## src/rtl/bcd_timer_chain_if.sv

```systemverilog
// Bundle of control inputs and status/value outputs for bcd_timer_chain.
//   master: the controller/bench side (drives tick/start/stop/dir/load/
//           load_val/sft_clr/lap, observes count/disp/tc/running/done/lap_hold)
//   slave : the timer chain itself
interface bcd_timer_chain_if #(
  parameter int NUM_DIGITS = 4
);
  logic                    tick;
  logic                    start;
  logic                    stop;
  logic                    dir;
  logic                    load;
  logic [4*NUM_DIGITS-1:0] load_val;
  logic                    sft_clr;
  logic                    lap;
  logic [4*NUM_DIGITS-1:0] count;
  logic [4*NUM_DIGITS-1:0] disp;
  logic                    tc;
  logic                    running;
  logic                    done;
  logic                    lap_hold;

  modport master (
    output tick, start, stop, dir, load, load_val, sft_clr, lap,
    input  count, disp, tc, running, done, lap_hold
  );

  modport slave (
    input  tick, start, stop, dir, load, load_val, sft_clr, lap,
    output count, disp, tc, running, done, lap_hold
  );
endinterface

```

## src/rtl/bcd_timer_chain.sv

```systemverilog
// Parametrised BCD counter chain with per-digit modulus, up/down counting,
// preset load, run/pause/done control, terminal-count pulse and lap freeze.
// Ports:
//   clk   : system clock
//   rst_n : synchronous reset, active-HIGH despite the name
//   bus   : bcd_timer_chain_if.slave (tick/start/stop/dir/load/load_val/
//           sft_clr/lap in; count/disp/tc/running/done/lap_hold out)
module bcd_timer_chain #(
  parameter int          NUM_DIGITS = 4,
  parameter logic [31:0] DIGIT_MAX  = 32'h0000_5959,
  parameter bit          WRAP       = 1'b1
) (
  input  logic              clk,
  input  logic              rst_n,
  bcd_timer_chain_if.slave  bus
);
  localparam int W = 4 * NUM_DIGITS;

  typedef enum logic [1:0] {IDLE, RUN, PAUSE, DONE} state_e;

  state_e         state_q, state_d;
  logic [W-1:0]   count_q, count_d;
  logic [W-1:0]   disp_q, disp_d;
  logic           tc_q, tc_d;
  logic           lap_hold_q, lap_hold_d;
  logic [W-1:0]   step_val;
  logic           step_term;
  logic           do_tick;

  // Saturate each loaded digit to its own modulus.
  function automatic logic [W-1:0] clamp_bcd(input logic [W-1:0] v);
    logic [W-1:0] r;
    r = '0;
    for (int i = 0; i < NUM_DIGITS; i++) begin
      r[4*i +: 4] = (v[4*i +: 4] > DIGIT_MAX[4*i +: 4]) ? DIGIT_MAX[4*i +: 4]
                                                        : v[4*i +: 4];
    end
    return r;
  endfunction

  // One-tick step of the whole chain: carry/borrow ripples through every
  // digit combinationally so the full update lands on a single edge.
  // step_term flags that the stepped value is the terminal for the direction.
  always_comb begin
    logic       carry;
    logic [3:0] dig;
    logic [3:0] mx;
    logic [3:0] nd;
    step_val  = count_q;
    step_term = 1'b1;
    carry     = 1'b1;
    dig       = 4'd0;
    mx        = 4'd0;
    nd        = 4'd0;
    for (int i = 0; i < NUM_DIGITS; i++) begin
      dig = count_q[4*i +: 4];
      mx  = DIGIT_MAX[4*i +: 4];
      nd  = dig;
      if (carry) begin
        if (!bus.dir) begin
          if (dig >= mx) begin
            nd = 4'd0;
          end else begin
            nd    = dig + 4'd1;
            carry = 1'b0;
          end
        end else begin
          if (dig == 4'd0) begin
            nd = mx;
          end else begin
            nd    = dig - 4'd1;
            carry = 1'b0;
          end
        end
      end
      step_val[4*i +: 4] = nd;
      if (bus.dir ? (nd != 4'd0) : (nd != mx)) step_term = 1'b0;
    end
  end

  // Control and next-state. A tick only counts in RUN when nothing of higher
  // priority (clear, load, a start/stop transition) happens in the same cycle.
  always_comb begin
    state_d    = state_q;
    count_d    = count_q;
    tc_d       = 1'b0;
    lap_hold_d = lap_hold_q ^ bus.lap;
    do_tick    = 1'b0;
    if (bus.sft_clr) begin
      state_d    = IDLE;
      count_d    = '0;
      lap_hold_d = 1'b0;
    end else if (bus.load) begin
      state_d = IDLE;
      count_d = clamp_bcd(bus.load_val);
    end else begin
      case (state_q)
        IDLE, PAUSE: if (bus.start && !bus.stop) state_d = RUN;
        RUN: begin
          if (bus.stop && !bus.start) state_d = PAUSE;
          else                        do_tick = bus.tick;
        end
        default: ;
      endcase
      if (do_tick) begin
        count_d = step_val;
        tc_d    = step_term;
        if (step_term && !WRAP) state_d = DONE;
      end
    end
    // Frozen display holds its value; otherwise it trails count by one cycle,
    // which also makes the capture on the lap edge take the current count.
    disp_d = (lap_hold_q && !bus.lap && !bus.sft_clr) ? disp_q : count_q;
  end

  always_ff @(posedge clk) begin
    if (rst_n) begin
      state_q    <= IDLE;
      count_q    <= '0;
      disp_q     <= '0;
      tc_q       <= 1'b0;
      lap_hold_q <= 1'b0;
    end else begin
      state_q    <= state_d;
      count_q    <= count_d;
      disp_q     <= disp_d;
      tc_q       <= tc_d;
      lap_hold_q <= lap_hold_d;
    end
  end

  assign bus.count    = count_q;
  assign bus.disp     = disp_q;
  assign bus.tc       = tc_q;
  assign bus.running  = (state_q == RUN);
  assign bus.done     = (state_q == DONE);
  assign bus.lap_hold = lap_hold_q;
endmodule

```

## src/flat_wrapper.sv

```systemverilog
// flat-port wrapper written by rule: the top's interface ports become plain ports
module bcd_timer_chain_flat 
#(
  parameter int          NUM_DIGITS = 4,
  parameter logic [31:0] DIGIT_MAX  = 32'h0000_5959,
  parameter bit          WRAP       = 1'b1
)
  (clk, rst_n, bus_tick, bus_start, bus_stop, bus_dir, bus_load, bus_load_val, bus_sft_clr, bus_lap, bus_count, bus_disp, bus_tc, bus_running, bus_done, bus_lap_hold);
  bcd_timer_chain_if #(.NUM_DIGITS(NUM_DIGITS)) bus_i ();
  input  logic clk;
  input  logic rst_n;
  input wire logic [$bits(bus_i.tick)-1:0] bus_tick;
  input wire logic [$bits(bus_i.start)-1:0] bus_start;
  input wire logic [$bits(bus_i.stop)-1:0] bus_stop;
  input wire logic [$bits(bus_i.dir)-1:0] bus_dir;
  input wire logic [$bits(bus_i.load)-1:0] bus_load;
  input wire logic [$bits(bus_i.load_val)-1:0] bus_load_val;
  input wire logic [$bits(bus_i.sft_clr)-1:0] bus_sft_clr;
  input wire logic [$bits(bus_i.lap)-1:0] bus_lap;
  output wire logic [$bits(bus_i.count)-1:0] bus_count;
  output wire logic [$bits(bus_i.disp)-1:0] bus_disp;
  output wire logic [$bits(bus_i.tc)-1:0] bus_tc;
  output wire logic [$bits(bus_i.running)-1:0] bus_running;
  output wire logic [$bits(bus_i.done)-1:0] bus_done;
  output wire logic [$bits(bus_i.lap_hold)-1:0] bus_lap_hold;
  assign bus_i.tick = bus_tick;
  assign bus_i.start = bus_start;
  assign bus_i.stop = bus_stop;
  assign bus_i.dir = bus_dir;
  assign bus_i.load = bus_load;
  assign bus_i.load_val = bus_load_val;
  assign bus_i.sft_clr = bus_sft_clr;
  assign bus_i.lap = bus_lap;
  assign bus_count = bus_i.count;
  assign bus_disp = bus_i.disp;
  assign bus_tc = bus_i.tc;
  assign bus_running = bus_i.running;
  assign bus_done = bus_i.done;
  assign bus_lap_hold = bus_i.lap_hold;
  bcd_timer_chain #(.NUM_DIGITS(NUM_DIGITS), .DIGIT_MAX(DIGIT_MAX), .WRAP(WRAP)) u_core (.clk(clk), .rst_n(rst_n), .bus(bus_i));
endmodule
```

## config.mk

```make
export PLATFORM = sky130hd
export DESIGN_NAME = bcd_timer_chain_flat
export DESIGN_NICKNAME = d
export VERILOG_FILES = /design/src/rtl/bcd_timer_chain_if.sv /design/src/rtl/bcd_timer_chain.sv /design/src/flat_wrapper.sv
export SDC_FILE = /design/constraint.sdc
export NUM_CORES = 1
export LEC_CHECK = 0
export ABC_AREA = 1
export CAP_MARGIN = 10
export CORE_MARGIN = 1.5
export CORE_UTILIZATION = 45
export DETAILED_ROUTE_END_ITERATION = 10
export GPL_TIMING_DRIVEN = 0
export PLACE_DENSITY = 0.74
export SLEW_MARGIN = 30
export SYNTH_ARGS = -nofsm -noshare
export SYNTH_HDL_FRONTEND = slang
export SYNTH_SLANG_ARGS = --single-unit
export TNS_END_PERCENT = 30
```

## constraint.sdc

```tcl
create_clock -name clk -period 2.6 [get_ports clk]
set_clock_uncertainty 0.15 [all_clocks]
set_input_delay 0.52 -clock clk [delete_from_list [all_inputs] [get_ports clk]]
set_output_delay 0.52 -clock clk [all_outputs]
set_load 0.02 [all_outputs]
```

Word level (Yosys, flattened, before mapping)
Cells that the tools add are included.
- output and inout port bits: 36
- input bits: 25
- bits in registers: 36
- word-level logic and storage cells: 100
- $lt $le $gt $ge: 8
- reduce and logical (&&, ||, !) cells: 24
- add/subtract/negate cells: 8
- bitwise logic cells: 2
- muxes and demuxes: 44
- equality and inequality tests: 9
- operators by type and width (cell ; number):
    4-bit two-way mux ; 19
    16-bit two-way mux ; 2
    1-bit two-way mux ; 20
    4-bit by 1-bit adder with 4-bit output, second input constant ; 4
    4-bit logical NOT ; 4
    4-bit nonzero test ; 4
    4-bit by 1-bit subtractor with 4-bit output, second input constant ; 4
    4-bit by 3-bit greater-or-equal comparator with 1-bit output, second input constant ; 2
    4-bit greater-or-equal comparator, second input constant ; 2
    4-bit by 3-bit greater-than comparator with 1-bit output, second input constant ; 2
    4-bit greater-than comparator, second input constant ; 2
    4-bit by 3-bit inequality test with 1-bit output, second input constant ; 2
    4-bit inequality test, second input constant ; 2
    7-bit OR reduction ; 1
    2-bit == test, second input constant ; 2
    1-bit logical AND ; 4
    1-bit logical NOT ; 4
    2-bit two-way mux ; 2
    2-bit by 1-bit inequality test with 1-bit output, second input constant ; 2
    2-bit case mux with 2 select lines ; 1
    2-bit nonzero test ; 2
    2-bit OR reduction ; 2
    3-bit AND reduction ; 1
    3-bit OR reduction ; 1
    other kinds (4) ; 4

Logic depth before layout (Yosys ltp)
- depth after elaboration: 9
- depth in mapped cells: 16
- depth with buffers taken out: 16

Least setup slack after synthesis
Ideal clock, no wire load.
- path kind: flip-flop to flip-flop
- start point: register u_core.count_q[8], in the netlist u_core.bus.count[8]
- end point: register u_core.tc_q, in the netlist u_core.bus.tc
- path slack: 493 ps
- setup time: 64 ps
- clock period less this slack: 2107 ps
- arrival time: 1893 ps
- cell stages (with the launch flop): 14
- required time: 2386 ps
- path buffers: 0
- cells stage by stage: dfxtp_1 > inv_1 > ha_1 > nand3_1 > nand2_1 > a21oi_2 > nand2_4 > nand2_2 > nand2_2 > nor2_2 > nand2_1 > nand2_1 > nand2_1 > nor2_1
- longest elaborated chain between the ends: 8
- elaborated cells on any way between the ends: 20
- those cells by class: 2 x add/sub; 1 x order compare; 2 x eq/ne; 11 x mux; 4 x reduce/logical
- ends and longest elaborated chain (element ; RTL line ; source):
    start, declared ; bcd_timer_chain.sv:22 ; logic [W-1:0] count_q, count_d;
    start signal, assigned ; bcd_timer_chain.sv:125 ; count_q <= count_d;
    4-bit greater-or-equal comparator / 4-bit logical NOT (equally long branches) ; bcd_timer_chain.sv:61, bcd_timer_chain.sv:68 ;
    1-bit two-way mux, on equally long branches ; bcd_timer_chain.sv:61, bcd_timer_chain.sv:68 ;
    1-bit two-way mux ; bcd_timer_chain.sv:60 ; if (!bus.dir) begin
    1-bit two-way mux ; bcd_timer_chain.sv:59 ; if (carry) begin
    4-bit two-way mux ; bcd_timer_chain.sv:59 ;
    4-bit by 3-bit inequality test with 1-bit output / 4-bit nonzero test (equally long branches) ; bcd_timer_chain.sv:77 ; if (bus.dir ? (nd != 4'd0) : (nd != mx)) step_term = 1'b0;
    1-bit two-way mux ; bcd_timer_chain.sv:77 ;
    7-bit OR reduction (no source line) * ; - ;
    end signal, assigned ; bcd_timer_chain.sv:127 ; tc_q <= tc_d;
    end, declared ; bcd_timer_chain.sv:24 ; logic tc_q, tc_d;
Mark *: on every way between the ends. The rest lies on a longest branch, timed or not.
A chain may end at the register's enable or synchronous reset.

Worst setup path after layout
- start point: register u_core.count_q[0], in the netlist u_core.bus.count[0]
- end point: register u_core.tc_q, in the netlist u_core.bus.tc
- longest elaborated chain between the ends: 9
- elaborated cells on any way between the ends: 29
- those cells by class: 2 x add/sub; 1 x order compare; 4 x eq/ne; 16 x mux; 6 x reduce/logical
- ends and longest elaborated chain (element ; RTL line):
    4-bit greater-or-equal comparator / 4-bit logical NOT (equally long branches) ; bcd_timer_chain.sv:61, bcd_timer_chain.sv:68
    1-bit two-way mux, on equally long branches ; bcd_timer_chain.sv:61, bcd_timer_chain.sv:68
    1-bit two-way mux ; bcd_timer_chain.sv:60
    1-bit two-way mux (2 in series) ; bcd_timer_chain.sv:59
    4-bit two-way mux ; bcd_timer_chain.sv:59
    4-bit by 3-bit inequality test with 1-bit output / 4-bit nonzero test (equally long branches) ; bcd_timer_chain.sv:77
    1-bit two-way mux ; bcd_timer_chain.sv:77
    7-bit OR reduction (no source line) ; -
Several ways; a longest one is shown, not always the timed one.

==> metrics <==
post-route setup slack 0.227 ns; fillers 544; worst skew pair latency 0.30 ns; post-synthesis net count 434; startpoint types flip-flop; overall routing resource usage 0.219; Distinct cells, synth 37; status finished clean; area of the multi-input gates 1600 µm²; Peak VDD IR 218 µV; RSZ-0062 raised after global routing false; CTS tree built; async set or reset register ratio after synthesis 0; post-synth top area share 0.284; fmax 421 MHz; IO Pins 61; max_slew headroom 0.686; core area 5470 µm²; Antenna Cells 0; initial DRC count 199; post-route ant nets 0; Longest Clk Path Bufs 2; post-CTS sizing 0; Syn-to-layout area delta 30.7%; global-route wire length before repair 10.8 mm; Die H 78.1 µm; Tot Pwr 1380 µW; dpl ws 0.117 ns; Setup Buffers After CTS 0; Hold Buf Count CTS 0; sequential fraction of the synthesis area 0.284; PwrDens 417 nW/µm²; Area contributors post-synth dfxtp_1, nand2_1, ha_1; Most used DFF post-synth dfxtp_1; number of synthesized flops with an enable pin 0; Hold WC Path Type reg -> reg; Ys Warns 0; Least-Margin Pin Slew 0.472 ns; FF+latch area 721 µm²; Worst path max stage delay 0.55 ns; worst-path fanout max 9; Leak 0.00145 µW; FP Rows 27; Die X 78.1 µm; Max H-tree Level 2; # clock sinks 36; Final min period 2.37 ns; nets 499; Final period util 0.913; syn_area_per_cell 6.42 µm²; CTS Root Cell clkbuf_8; grt ovf 0; Worst Path Arrival 2.45 ns; final wirelength 6.63 mm; Critical Path Sink Type flip-flop; Seq cells post-synth 36; DP Wirelength 5.06 mm; ratio of cells with drive above 1 in the final layout 0.0738; vias 2784; PortBufs 58; pin count of the biggest net entering global routing 12; GPL Wtd Cong 0.902; CP cell instances inv_1 -> ha_1 -> nand3_2 -> nand2_4 -> nand2_4 -> nand4_1 -> o21ai_1 -> nand3_1 -> nor2_1 -> nand2_1 -> nor2_1; final hold vios 0; critical path class reg -> reg; Worst-path clk slew 0.07 ns; count of final setup violators 0; initial core utilization 0.463; TritonCTS Buffers 5; Sum Neg Setup Slack 0 ns; max_cap viols 0; CP max stage cell dfxtp_1; initial antenna violation count 0; cell taking the most area after synthesis dfxtp_1; Worst EP required 2.68 ns; most frequent cell after synthesis nand2_1; DRC 0; DR WL/cell 12.4 µm; Cell Area, Synth 2530 µm²; synth cell count leaders nand2_1, nor2_1, dfxtp_1, nand3_1, inv_1; die area 6090 µm²; vias in the first global route 2335; DRT Pass-1 Iters 4; fin. max-slew vios 0; via/cell ratio 5.22; Syn Inst Count 395
-- registers in the layout (all words and copies together), names as in the netlist --
signal,count
u_core.bus.lap_hold,1
u_core.bus.disp,16
u_core.bus.tc,1
u_core.state_q,2
u_core.bus.count,16
-- cell usage in the layout (no fill, tap or decap), drive strengths merged, types with 3 or more instances in the layout --
cell type | netlist | final
nand2 | 121 | 121
nand4 | 8 | 8
inv | 35 | 35
dfxtp | 36 | 36
clkbuf | 7 | 13
nor2 | 42 | 42
ha | 14 | 14
a31oi | 13 | 13
nor3 | 3 | 3
clkdlybuf4s50 | 0 | 58
clkinv | 2 | 3
nand3 | 36 | 36
buf | 7 | 7
a21oi | 26 | 26
o21ai | 29 | 29
-- layer usage --
metal  track usage  share of wire  vias to the layer above
met3        0.0512          0.058                       10
met4        0.0714          0.019                        0
met5             0              0                        -
li1              -              -                     1441
met1         0.305           0.49                     1245
met2         0.331           0.43                       88
-- path summary, 6_finish.rpt --
check | depth (start not counted) | startpoint | slack (ns) | end
setup / recovery | 11 | u_core.bus.count[0] | 0.23 | u_core.bus.tc
hold / removal | 2 | u_core.state_q[0] | 0.38 | u_core.state_q[1]
hold reg to reg | 2 | u_core.state_q[0] | 0.38 | u_core.state_q[1]
setup reg to reg | 11 | u_core.bus.count[0] | 0.23 | u_core.bus.tc
-- critical path, delay by kind of cell, from the launching register on --
| family | cells | cell delay (ns) |
|---|---|---|
| fa+ha+maj | 1 | 0.30 |
| compound gates | 1 | 0.28 |
| simple gates | 8 | 0.90 |
| buf+inv | 1 | 0.14 |
| flops | 1 | 0.55 |
-- final cells by class --
cell class,count,share of cell area
Multi-Input combinational cell,308,0.481
Sequential cell,36,0.218
Timing Repair Buffer,58,0.175
Inverter,37,0.0427
Tap cell,72,0.0272
Buffer,14,0.0234
Clock buffer,6,0.0219
Clock inverter,2,0.0106
-- power breakdown --
group / total (µW) / internal, µW / switching, µW
Combinational: 313 / 131 / 182
Clock: 484 / 284 / 200
Sequential: 586 / 568 / 18.9
Total: 1380 / 982 / 401
-- stage by stage --
stage / cells / hold slack [ns] / utilization / instance area, µm²
after floorplan: 395 / 0.336 / - / 2530
after global placement: 525 / 0.352 / 0.586 / 3210
after detailed placement: 525 / 0.367 / 0.586 / 3210
after CTS: 533 / 0.382 / 0.605 / 3310
after global routing: 533 / 0.407 / 0.605 / 3310
final: 533 / 0.378 / 0.605 / 3310
-- kinds of logic after synthesis --
family / synth area share
compound gates: 0.174
simple gates: 0.376
buf+inv: 0.0864
fa+ha+maj: 0.0691
flops: 0.284
xor+xnor: 0.0104
(Power assumes the default switching activity.)
